$ cat config.mk
export PLATFORM = sky130hd
export DESIGN_NAME = csr_access_unit
export DESIGN_NICKNAME = d
export VERILOG_FILES = /design/src/rtl/csr_pkg.sv /design/src/rtl/csr_alu.sv /design/src/rtl/csr_access_unit.sv
export SDC_FILE = /design/constraint.sdc
export NUM_CORES = 1
export LEC_CHECK = 0
export ABC_AREA = 1
export CAP_MARGIN = 10
export CELL_PAD_IN_SITES_DETAIL_PLACEMENT = 1
export CELL_PAD_IN_SITES_GLOBAL_PLACEMENT = 1
export CORE_ASPECT_RATIO = 0.6
export CORE_UTILIZATION = 25
export CTS_CLUSTER_SIZE = 14
export DETAILED_ROUTE_END_ITERATION = 12
export PLACE_DENSITY_LB_ADDON = 0.1
export SKIP_CTS_REPAIR_TIMING = 1
export SYNTH_ARGS = -nofsm -noshare
export SYNTH_HDL_FRONTEND = slang
export SYNTH_SLANG_ARGS = --single-unit
$ cat constraint.sdc
create_clock -name clk -period 1.6 [get_ports clk]
set_input_delay 0.4 -clock clk [delete_from_list [all_inputs] [get_ports clk]]
set_output_delay 0.4 -clock clk [all_outputs]
set_load 0.05 [all_outputs]
$ cat src/rtl/csr_pkg.sv
// Shared definitions for the CSR access unit.
// Holds the default widths, the fixed machine-mode CSR addresses,
// the request kind/op encodings and the sequencer state encoding.
package csr_pkg;

    localparam int unsigned CSR_WORD_LEN   = 32;
    localparam int unsigned CSR_ADDR_LEN   = 12;
    localparam logic [11:0] CSR_EPC_ADDR   = 12'h341;
    localparam logic [11:0] CSR_CAUSE_ADDR = 12'h342;
    localparam logic [11:0] CSR_MTVEC_ADDR = 12'h305;

    typedef enum logic [1:0] {
        KIND_CSR  = 2'd0,
        KIND_TRAP = 2'd1,
        KIND_MRET = 2'd2,
        KIND_NOP  = 2'd3
    } kind_e;

    typedef enum logic [1:0] {
        OP_RW = 2'd0,
        OP_RS = 2'd1,
        OP_RC = 2'd2,
        OP_RO = 2'd3
    } op_e;

    typedef enum logic [2:0] {
        S_IDLE    = 3'd0,
        S_RD_ADDR = 3'd1,
        S_RD_DATA = 3'd2,
        S_T_EPC   = 3'd3,
        S_T_CAUSE = 3'd4,
        S_RESP    = 3'd5
    } state_e;

endpackage

$ cat src/rtl/csr_alu.sv
// Read-modify-write datapath for CSR instructions.
// Ports:
//   op       - 0 RW, 1 RS, 2 RC, 3 read-only
//   old_val  - current CSR contents
//   src_val  - rs1 value or zero-extended immediate
//   no_write - source was x0 / uimm=0 (only honoured by RS/RC)
//   is_csr   - request is a CSR instruction (TRAP/MRET/NOP never write here)
//   new_val  - value to write back
//   wr_ok    - write-back is required
module csr_alu
    import csr_pkg::*;
#(
    parameter int unsigned WIDTH = CSR_WORD_LEN
) (
    input  logic [1:0]       op,
    input  logic [WIDTH-1:0] old_val,
    input  logic [WIDTH-1:0] src_val,
    input  logic             no_write,
    input  logic             is_csr,
    output logic [WIDTH-1:0] new_val,
    output logic             wr_ok
);

    // New CSR value and write qualifier; RW always writes even with x0 source.
    always_comb begin
        new_val = old_val;
        case (op)
            OP_RW:   new_val = src_val;
            OP_RS:   new_val = old_val | src_val;
            OP_RC:   new_val = old_val & ~src_val;
            default: new_val = old_val;
        endcase
        wr_ok = is_csr && (op != OP_RO) && ((op == OP_RW) || !no_write);
    end

endmodule

$ cat src/rtl/csr_access_unit.sv
// Sequencer between the execute stage and the CSR register file.
// Runs CSRRW/CSRRS/CSRRC read-modify-write, trap entry (mepc + mcause
// writes, redirect to mtvec), MRET (mepc read, redirect) and NOP.
// One request in flight; req_ready is high only while idle.
// Ports:
//   clk, rst                 - clock, synchronous active-high reset
//   req_*                    - request handshake and latched payload
//   resp_valid/data/redirect - one-cycle completion pulse and result
//   csr_addr/wen/wdata       - CSR file command (address registered,
//                              write enable/data decoded from state)
//   csr_rdata                - CSR file read data, one cycle after address
//   csr_trap_vector          - CSR file mtvec output
module csr_access_unit
    import csr_pkg::*;
#(
    parameter int unsigned WORD_LEN      = CSR_WORD_LEN,
    parameter int unsigned REG_ADDR_SIZE = CSR_ADDR_LEN,
    parameter logic [REG_ADDR_SIZE-1:0] EPC_ADDR   = CSR_EPC_ADDR,
    parameter logic [REG_ADDR_SIZE-1:0] CAUSE_ADDR = CSR_CAUSE_ADDR
) (
    input  logic                     clk,
    input  logic                     rst,
    input  logic                     req_valid,
    output logic                     req_ready,
    input  logic [1:0]               req_kind,
    input  logic [1:0]               req_op,
    input  logic [REG_ADDR_SIZE-1:0] req_addr,
    input  logic [WORD_LEN-1:0]      req_src,
    input  logic                     req_no_write,
    input  logic [WORD_LEN-1:0]      req_pc,
    input  logic [WORD_LEN-1:0]      req_cause,
    output logic                     resp_valid,
    output logic [WORD_LEN-1:0]      resp_data,
    output logic                     resp_redirect,
    output logic [REG_ADDR_SIZE-1:0] csr_addr,
    output logic                     csr_wen,
    output logic [WORD_LEN-1:0]      csr_wdata,
    input  logic [WORD_LEN-1:0]      csr_rdata,
    input  logic [WORD_LEN-1:0]      csr_trap_vector
);

    state_e                   state_q, state_d;
    kind_e                    kind_q, kind_d;
    logic [1:0]               op_q, op_d;
    logic [WORD_LEN-1:0]      src_q, src_d;
    logic [WORD_LEN-1:0]      pc_q, pc_d;
    logic [WORD_LEN-1:0]      cause_q, cause_d;
    logic                     no_write_q, no_write_d;
    logic                     ready_q, ready_d;
    logic                     resp_valid_q, resp_valid_d;
    logic                     resp_redirect_q, resp_redirect_d;
    logic [WORD_LEN-1:0]      resp_data_q, resp_data_d;
    logic [REG_ADDR_SIZE-1:0] csr_addr_q, csr_addr_d;

    logic [WORD_LEN-1:0]      alu_new_s;
    logic                     alu_wr_ok_s;
    logic                     wen_s;
    logic [WORD_LEN-1:0]      wdata_s;

    csr_alu #(
        .WIDTH (WORD_LEN)
    ) u_alu (
        .op       (op_q),
        .old_val  (csr_rdata),
        .src_val  (src_q),
        .no_write (no_write_q),
        .is_csr   (kind_q == KIND_CSR),
        .new_val  (alu_new_s),
        .wr_ok    (alu_wr_ok_s)
    );

    // Next-state and next-output decode for the sequencer.
    always_comb begin
        state_d         = state_q;
        kind_d          = kind_q;
        op_d            = op_q;
        src_d           = src_q;
        pc_d            = pc_q;
        cause_d         = cause_q;
        no_write_d      = no_write_q;
        resp_valid_d    = 1'b0;
        resp_redirect_d = resp_redirect_q;
        resp_data_d     = resp_data_q;
        csr_addr_d      = csr_addr_q;
        case (state_q)
            S_IDLE: begin
                if (req_valid) begin
                    kind_d     = kind_e'(req_kind);
                    op_d       = req_op;
                    src_d      = req_src;
                    pc_d       = req_pc;
                    cause_d    = req_cause;
                    no_write_d = req_no_write;
                    case (kind_e'(req_kind))
                        KIND_CSR: begin
                            csr_addr_d = req_addr;
                            state_d    = S_RD_ADDR;
                        end
                        KIND_MRET: begin
                            csr_addr_d = EPC_ADDR;
                            state_d    = S_RD_ADDR;
                        end
                        KIND_TRAP: begin
                            csr_addr_d = EPC_ADDR;
                            state_d    = S_T_EPC;
                        end
                        default: begin
                            resp_data_d     = {WORD_LEN{1'b0}};
                            resp_redirect_d = 1'b0;
                            resp_valid_d    = 1'b1;
                            state_d         = S_RESP;
                        end
                    endcase
                end else begin
                    state_d = S_IDLE;
                end
            end
            S_RD_ADDR: state_d = S_RD_DATA;
            S_RD_DATA: begin
                resp_data_d     = csr_rdata;
                resp_redirect_d = (kind_q == KIND_MRET);
                resp_valid_d    = 1'b1;
                state_d         = S_RESP;
            end
            S_T_EPC: begin
                csr_addr_d = CAUSE_ADDR;
                state_d    = S_T_CAUSE;
            end
            S_T_CAUSE: begin
                // mtvec is never a trap-entry write target, so this sample is current.
                resp_data_d     = csr_trap_vector;
                resp_redirect_d = 1'b1;
                resp_valid_d    = 1'b1;
                state_d         = S_RESP;
            end
            S_RESP:  state_d = S_IDLE;
            default: state_d = S_IDLE;
        endcase
        ready_d = (state_d == S_IDLE);
    end

    // CSR file write command; forced off while reset is asserted so an aborted sequence never writes.
    always_comb begin
        wen_s   = 1'b0;
        wdata_s = {WORD_LEN{1'b0}};
        case (state_q)
            S_RD_DATA: begin
                wen_s   = alu_wr_ok_s;
                wdata_s = alu_new_s;
            end
            S_T_EPC: begin
                wen_s   = 1'b1;
                wdata_s = pc_q;
            end
            S_T_CAUSE: begin
                wen_s   = 1'b1;
                wdata_s = cause_q;
            end
            default: begin
                wen_s   = 1'b0;
                wdata_s = {WORD_LEN{1'b0}};
            end
        endcase
        if (rst) begin
            wen_s   = 1'b0;
            wdata_s = {WORD_LEN{1'b0}};
        end else begin
            wen_s   = wen_s;
        end
    end

    // Sequencer state and registered outputs.
    always_ff @(posedge clk) begin
        if (rst) begin
            state_q         <= S_IDLE;
            kind_q          <= KIND_NOP;
            op_q            <= 2'd0;
            src_q           <= {WORD_LEN{1'b0}};
            pc_q            <= {WORD_LEN{1'b0}};
            cause_q         <= {WORD_LEN{1'b0}};
            no_write_q      <= 1'b0;
            ready_q         <= 1'b1;
            resp_valid_q    <= 1'b0;
            resp_redirect_q <= 1'b0;
            resp_data_q     <= {WORD_LEN{1'b0}};
            csr_addr_q      <= {REG_ADDR_SIZE{1'b0}};
        end else begin
            state_q         <= state_d;
            kind_q          <= kind_d;
            op_q            <= op_d;
            src_q           <= src_d;
            pc_q            <= pc_d;
            cause_q         <= cause_d;
            no_write_q      <= no_write_d;
            ready_q         <= ready_d;
            resp_valid_q    <= resp_valid_d;
            resp_redirect_q <= resp_redirect_d;
            resp_data_q     <= resp_data_d;
            csr_addr_q      <= csr_addr_d;
        end
    end

    assign req_ready     = ready_q;
    assign resp_valid    = resp_valid_q;
    assign resp_data     = resp_data_q;
    assign resp_redirect = resp_redirect_q;
    assign csr_addr      = csr_addr_q;
    assign csr_wen       = wen_s;
    assign csr_wdata     = wdata_s;

endmodule

# --- After elaboration in Yosys (flattened, before gate mapping) ---
# Cells that the tools add are included.
totals:
  output_inout_bits: 80
  ff_bits: 151
  inputBits: 180
  word_cells: 67
classes:
  reduce_logical: 19
  muxes: 20
  eq_ne: 13
  bitwise_logic: 3
ops:
  columns: ["operator", "count"]
  rows:
  - ["case mux 32 bit (3 select lines)", 3]
  - ["two-way mux 32 bit", 3]
  - ["case mux 12 bit (2 select lines)", 2]
  - ["bitwise AND 32 bit", 1]
  - ["NOT 32 bit", 1]
  - ["OR 32 bit", 1]
  - ["two-way mux 12 bit", 1]
  - ["case mux 3 bit (4 select lines)", 1]
  - ["OR reduction 2 bit", 4]
  - ["== test 2 bit, second input constant", 3]
  - ["== test 3 x 2 -> 1 bit, second input constant", 2]
  - ["zero test 2 bit", 3]
  - ["zero test 3 bit", 2]
  - ["!= test 2 bit, second input constant", 3]
  - ["case mux 3 bit (2 select lines)", 1]
  - ["AND reduction 3 bit", 2]
  - ["two-way mux 1 bit", 5]
  - ["== test 2 x 1 -> 1 bit, second input constant", 2]
  - ["case mux 1 bit (2 select lines)", 2]
  - ["== test 3 x 1 -> 1 bit, second input constant", 1]
  - ["== test 3 bit, second input constant", 1]
  - ["two-way mux 3 bit", 1]
  - ["!= test 3 x 2 -> 1 bit, second input constant", 1]
  - ["case mux 1 bit (3 select lines)", 1]
  - ["other kinds (7)", 8]

# --- Logic depth before layout (Yosys ltp) ---
logic_depth:
  ltp_word: 6
  ltp_mapped: 10
  depth_no_buf: 9

# --- Hierarchy ---
# Synthesis repeated with hierarchy kept, for this count alone.
unflattened:
  hier_cells: 1121
  area_unflattened_um2: 7128.1
modules_own_cells:
  columns: ["mod", "seq_area_each_um2", "instances", "area_per_inst_um2", "cells_each"]
  rows:
  - ["csr_access_unit", 3022.9, 1, 6289.8, 913]
  - ["csr_alu", 0.0, 1, 838.3, 208]

# --- Worst setup path before layout ---
# OpenSTA, ideal clock, no wires.
synth_path:
  kind: "register to output"
  from: "reg state_q[2]"
  to: "out csr_wdata[10]"
  setup_slack_ns: -0.743
  arrival_ns: 1.943
  n_path_buf: 2
  path_stages_with_launch: 10
  required_ns: 1.200
  cell_sequence: "dfxtp_1 > buf_4 > clkinv_2 > nand2_2 > nor2_2 > buf_4 > nand2_1 > nand2_1 > nor2_1 > a21oi_1"
synth_via:
  elab_chain_cells: 3
  word_cells_on_any_way: 5
  classes_between: "3 x eq/ne; 2 x mux"
synth_lines:
  columns: ["element", "line_no", "rtl"]
  rows:
  - ["start: declaration", "csr_access_unit.sv:42", "state_e state_q, state_d;"]
  - ["start signal: assignment", "csr_access_unit.sv:188", "state_q <= state_d;"]
  - ["== test 3 bit or == test 3 x 2 -> 1 bit (tied branches)", "csr_access_unit.sv:146", "case (state_q)"]
  - ["case mux 32 bit (3 select lines) (*)", "csr_access_unit.sv:146", null]
  - ["two-way mux 32 bit (*)", "csr_access_unit.sv:164", "if (rst) begin"]
  - ["end: declaration", "csr_access_unit.sv:37", "output logic [WORD_LEN-1:0] csr_wdata,"]
# Mark *: on every way between the ends. The rest lies on a longest branch, timed or not.

# --- Worst setup path after layout ---
layout_path:
  from: "reg op_q[1]"
  to: "out csr_wdata[25]"
layout_via:
  elab_chain_cells: 4
  word_cells_on_any_way: 6
  classes_between: "2 x eq/ne; 3 x mux; 1 x reduce/logical"
layout_lines:
  columns: ["element", "line_no", "rtl"]
  rows:
  - ["start: declaration", "csr_access_unit.sv:44", "logic [1:0] op_q, op_d;"]
  - ["start signal: assignment", "csr_access_unit.sv:190", "op_q <= op_d;"]
  - ["== test 2 bit, or another cell as far along", "csr_alu.sv:27", "case (op)"]
  - ["case mux 32 bit (3 select lines) (*)", "csr_alu.sv:27", null]
  - ["case mux 32 bit (3 select lines) (*)", "csr_access_unit.sv:146", null]
  - ["two-way mux 32 bit (*)", "csr_access_unit.sv:164", null]
# Marks and branches as above.

==> metrics.md <==
| Metric | Value |
|---|---|
| Status | `complete, but fails checks` |
| Failing checks | `negative setup slack` |
| Post-synth top flop | `dfxtp_1` |
| Worst hold margin | `416.5 ps` |
| Gr usage total | `21.34%` |
| Power Density | `1230 nW/µm²` |
| Core area | `a little under 30000 µm²` |
| CP Capture Point | `csr_wdata[25]` |
| First-pass GRT wire length | `49.62 mm` |
| Setup violations, final | `about 120` |
| Top cell type's share of synthesized area | `approximately two fifths` |
| Sequential element share of the synthesized area | `40.09%` |
| Detail Placement HPWL | `approximately 25 mm` |
| Final Non-Filler Cells | `around 1900` |
| Clock network fraction of design power | `around a quarter` |
| Iter 0 DRT Violations | `410` |
| Net Sw Frac | `a little under two fifths` |
| Fmax | `about 0.43 GHz` |
| R2r endpoint | `resp_data[13]` |
| Routed vias | `about 9000` |
| Vias in the first global route | `8908` |
| Clock Skews | `just under 8 ps` |
| Internal power | `about 11000 µW` |
| Max-slew violations | `0` |
| Tmin final | `2301 ps` |
| Min-delay worst type | `input port to register` |
| Worst-path clk slew | `60 ps` |
| Share of async-settable or async-resettable flops after synthesis | `0%` |
| RSZ-0062 raised after global routing | `yes` |
| Clk_lat worst skew | `approximately 450 ps` |
| Final hold violation count | `0` |
| Clk buf depth | `2` |
| CTS tree | `yes` |
| Largest net degree at the start of global routing | `between 50 and 60` |
| Start point of the critical path | `op_q[1]` |
| Power, Total | `17270 µW` |
| Storage element area | `about 3000 µm²` |
| Initial Util | `25.84%` |
| R2r setup slk | `-130 ps` |
| Mux contribution to synthesized area | `0%` |
| Worst setup EP type | `output pin` |
| CTS Buf Count | `17` |
| CTS H-tree depth | `4` |
| Number of synthesized flops with an enable pin | `0` |
| Most common cell after layout, fill and taps aside | `nand2_1` |
| Multi-input logic area | `approximately 4600 µm²` |
| Final Cycle Share | `143.8%` |
| Max cap viols | `0` |
| Psw | `~6600 µW` |
| Average wire per standard cell | `around 18 µm` |
| Placed insts | `~1900` |
| Input/output buffers | `between 200 and 300` |
| Height of the chip | `136.5 µm` |
| Hold Crit Start | `rst` |
| Area leader, netlist | `dfxtp_1` |
| Worst-Margin Slew | `~330 ps` |
| Power share of the combinational group | `about 46%` |
| Post-synthesis compound-gate area fraction | `11.02%` |
| Main combinational cell family by area after synthesis | `simple AND/OR/NAND/NOR gates` |
| Via-to-Cell Ratio | `roughly 4.6` |
| I/O pin count | `between 200 and 300` |
| Post-Syn Nets | `approximately 1400` |
| Synth Area in XOR/XNOR | `0%` |
| FP Rows | `48` |
| Fillers | `between 3000 and 4000` |
| Drt total wl | `35.29 mm` |
| Critical path type | `register to output pin` |
| DR DRC count | `0` |
| Slew headroom | `78.19%` |
| Netlist Area Pre-Place | `between 7000 and 8000 µm²` |
| Antenna Cells | `0` |
| Area growth syn-to-layout | `86.16%` |
| CP required | `~1200 ps` |
| Post-Synth Adder-Cell Area | `less than 1%` |
| Worst Slack Setup Final | `-701.0 ps` |
| Syn avg cell area | `between 6 and 7 µm²` |
| Post-synthesis simple-gate area fraction | `about two fifths` |
| Cell count of the worst reg-to-reg path | `11` |
| TritonRoute pass-1 iters | `5` |
| Cell variety after synth | `23` |
| Max FO, Critical Path | `10` |
| Die X | `226.2 µm` |
| GRT overflow | `0` |
| Commonest non-fill, non-tap cells in the layout | `nand2_1 (434), clkdlybuf4s50_1 (177), dfxtp_1 (148)` |
| Antenna Nets Post-Route | `0` |
| Crit path launch type | `register` |
| Proportion of power drawn by flip-flops and latches | `28.6%` |
| Die area | `roughly 31000 µm²` |
| Synth Register Bits | `around 150` |
| Leakage dissipation | `approximately 0.0058 µW` |
| Worst path arrival time | `approximately 1900 ps` |
| Gate Count Post-Synth | `1211` |
| Antenna violations before repair | `0` |
| Fin nets | `between 1500 and 2000` |
| CTS Sinks | `between 150 and 200` |
| Max VDD drop | `0.8289 mV` |
| Synth area leaders | `dfxtp_1 (40%), nand2_1 (23%), nand3_1 (8.5%), a21oi_1 (8.2%), nor2_1 (5.7%)` |
| GPL Wtd Cong | `~0.81` |
| Warnings, synthesis | `0` |
| R2r startpoint | `state_q[1]` |
| CTS root buf | `clkbuf_16` |
| Layout cells sized above 1 | `27.36%` |
[worst max-delay path, cell delays in order, from the launching register on]
cell and delay (ps):
dfxtp_1 390, inv_2 120, buf_4 200, o21ai_0 260
nand3_2 120, nand3_2 100, nand2_2 60, clkinvlp_4 80
buf_12 130
[area by class of cell]
class / count / area share (%)
Timing Repair Buffer: 384 / 34.61
Multi-Input combinational cell: 892 / 32.73
Sequential cell: 151 / 21.61
Clock buffer: 26 / 3.708
Tap cell: 400 / 3.565
Inverter: 87 / 2.995
Clock inverter: 6 / 0.7843
[power by group through the flow]
stage	clock, µW	sequential (µW)	combinational [µW]
floorplan	0	5710	2760
global placement	0	4980	6730
global route	4690	5020	8430
finish	4430	4950	7890
detailed placement	0	5000	6840
CTS	4520	4920	6880
[synth_stat cells, types with 3 or more instances]
library cell and number:
inv_2 4, buf_1 8, o21ai_0 39, nor2_1 115, ha_1 3, nand3_1 128, clkbuf_1 38, inv_1 82
a21oi_1 124, buf_2 28, buf_4 5, dfxtp_1 151, buf_6 3, nand2_2 3, nand2_1 468
[kinds of logic (layout without fill, tap and decap cells)]
logic type	Yosys count	in the layout
AO/OA/AOI/OAI	165	165
AND/OR/NAND/NOR	723	724
buffers and inverters	169	503
adder cells (fa/ha/maj)	3	3
flip-flops	151	151
[registers in the layout, indices dropped and copies added (netlist names)]
name,count
kind_q,2
cause_q,32
state_q,3
resp_valid,1
pc_q,32
resp_redirect,1
csr_addr,12
op_q,2
req_ready,1
src_q,32
no_write_q,1
resp_data,32
[per-layer routing]
layer,track usage [%],wire (µm),up-vias,part of all wire [%]
met5,0,0,-,0
met4,4.992,397,0,1.1
met3,4.229,1189,27,3.4
met2,36.33,16660,164,47
met1,27.75,17050,4330,48
li1,-,-,4447,-
[metrics by stage]
stage / setup slack (ps) / utilization, % / setup TNS [ps] / cell area (µm²)
after CTS: -795.2 / 44.53 / -32660 / 13000
after floorplan: -176.7 / - / -5367 / 7955
after global routing: -836.8 / 48.10 / -39620 / 14040
after detailed placement: -518.1 / 42.37 / -49670 / 12370
after global placement: -410.0 / 42.37 / -45830 / 12370
final: -701.0 / 48.10 / -26670 / 14040
[worst min path at each step]
stage | cells after the start | slack, ps | endpoint
after global routing | 3 | 410 | src_q[8]
final | 3 | 420 | src_q[28]
after CTS | 3 | 400 | state_q[0]
after detailed placement | 2 | 460 | pc_q[11]
after global placement | 2 | 450 | pc_q[19]
after floorplan | 2 | 440 | no_write_q
Power figures use the tool's default switching activity.
==> RTL edit, RTL diff (config.mk and constraints unchanged) <==
`CSR_WORD_LEN`: 32 -> 64.
--- a/src/rtl/csr_pkg.sv
+++ b/src/rtl/csr_pkg.sv
@@ -3,7 +3,7 @@
 // the request kind/op encodings and the sequencer state encoding.
 package csr_pkg;
 
-    localparam int unsigned CSR_WORD_LEN   = 32;
+    localparam int unsigned CSR_WORD_LEN   = 64;
     localparam int unsigned CSR_ADDR_LEN   = 12;
     localparam logic [11:0] CSR_EPC_ADDR   = 12'h341;
     localparam logic [11:0] CSR_CAUSE_ADDR = 12'h342;
Interface: changed (7 resized); port bits go from 260 to 484. The function was not compared with the original's and may differ.
==> RTL edit against the unedited design <==
- the flow still finishes with violations (negative setup slack)
- first-iteration DRC count is 120% higher
- total power is 99% higher
- sequential power is 87% higher
- sequential share of layout area is 0.086 points higher
- combinational power is 120% higher
- sequential cell count is 128 higher
- routed wire length is 120% higher
- non-clock buffer count is 329 higher
- cell area is 84% higher
- setup slack worse by 310 ps
- maximum frequency is 12% lower
- area after synthesis is 77% higher
- critical path type unchanged
==> RTL edit: results <==
metrics = {
    "synth": {
        "synth_nets": 2420,
        "synth_top_area_share_pct": 41.9,
        "synth_area_leaders": "dfxtp_1, nand2_1, a21oi_1",
        "yosys.area_share.adder_pct": 0.282,
    },
    "grt": {
        "grt_max_degree": 60,
        "grt_pass1_wl_um": 98500,
        "antenna_found_initial": 5,
        "grt_util_met3_pct": 2.99,
        "use_met1_pct": 33.2,
    },
    "placement": {
        "dp_slack_ps": -495,
        "detailed_place_hpwl_um": 49500,
        "place.gp.congestion": 0.845,
        "placed_area_um2": 21700,
    },
    "worst_hold_path": {
        "hold_end": "cause_q[42]",
    },
    "timing": {
        "fin_ws_ps": -1010,
        "setup_viol": 343,
    },
    "status": {
        "violations": "negative setup slack",
        "status": "complete, but fails checks",
    },
    "worst_setup_path": {
        "crit_path_start": "state_q[1]",
        "crit_fanout": 6,
        "cp.arrival_ps": 2210,
        "critPathCapture": "csr_wdata[30]",
    },
    "route": {
        "m1WireLength_um": 37200,
        "drt-wirelength-per-cell_um": 22.7,
        "wl_met3_um": 3830,
    },
    "cells_and_area": {
        "final_nets": 3004,
    },
    "power": {
        "internal-power_uw": 20300,
    },
    "clocking": {
        "clockBufferDepth": 3,
    },
}
-- RTL edit: changes by cell type after synthesis, sizes merged, moves of 9 or more --
cell and delta:
inv -9, nand3 +95, dfxtp +128, nand2 +319, a21oi +177, o21ai +31, clkbuf +29, buf +52
nor2 +46
-- RTL edit: worst max-delay path, stage by stage, from the launching register on --
cell and delay, ps:
dfxtp_4 400, inv_4 50, nor2_4 130, buf_6 120, buf_6 110, nand2_8 100
clkbuf_16 220, nor2_2 110, nor2_2 70, a21oi_4 150, buf_12 150
-- RTL edit: area by class of cell --
type / instances / area (µm²)
Timing Repair inverter: 1 / 30.0
Clock inverter: 10 / 103
Tap cell: 703 / 880
Timing Repair Buffer: 713 / 9400
Fill cell: 6095 / 26800
Antenna cell: 4 / 10.0
Clock buffer: 46 / 912
Inverter: 77 / 422
Multi-Input combinational cell: 1558 / 8440
Sequential cell: 279 / 5600
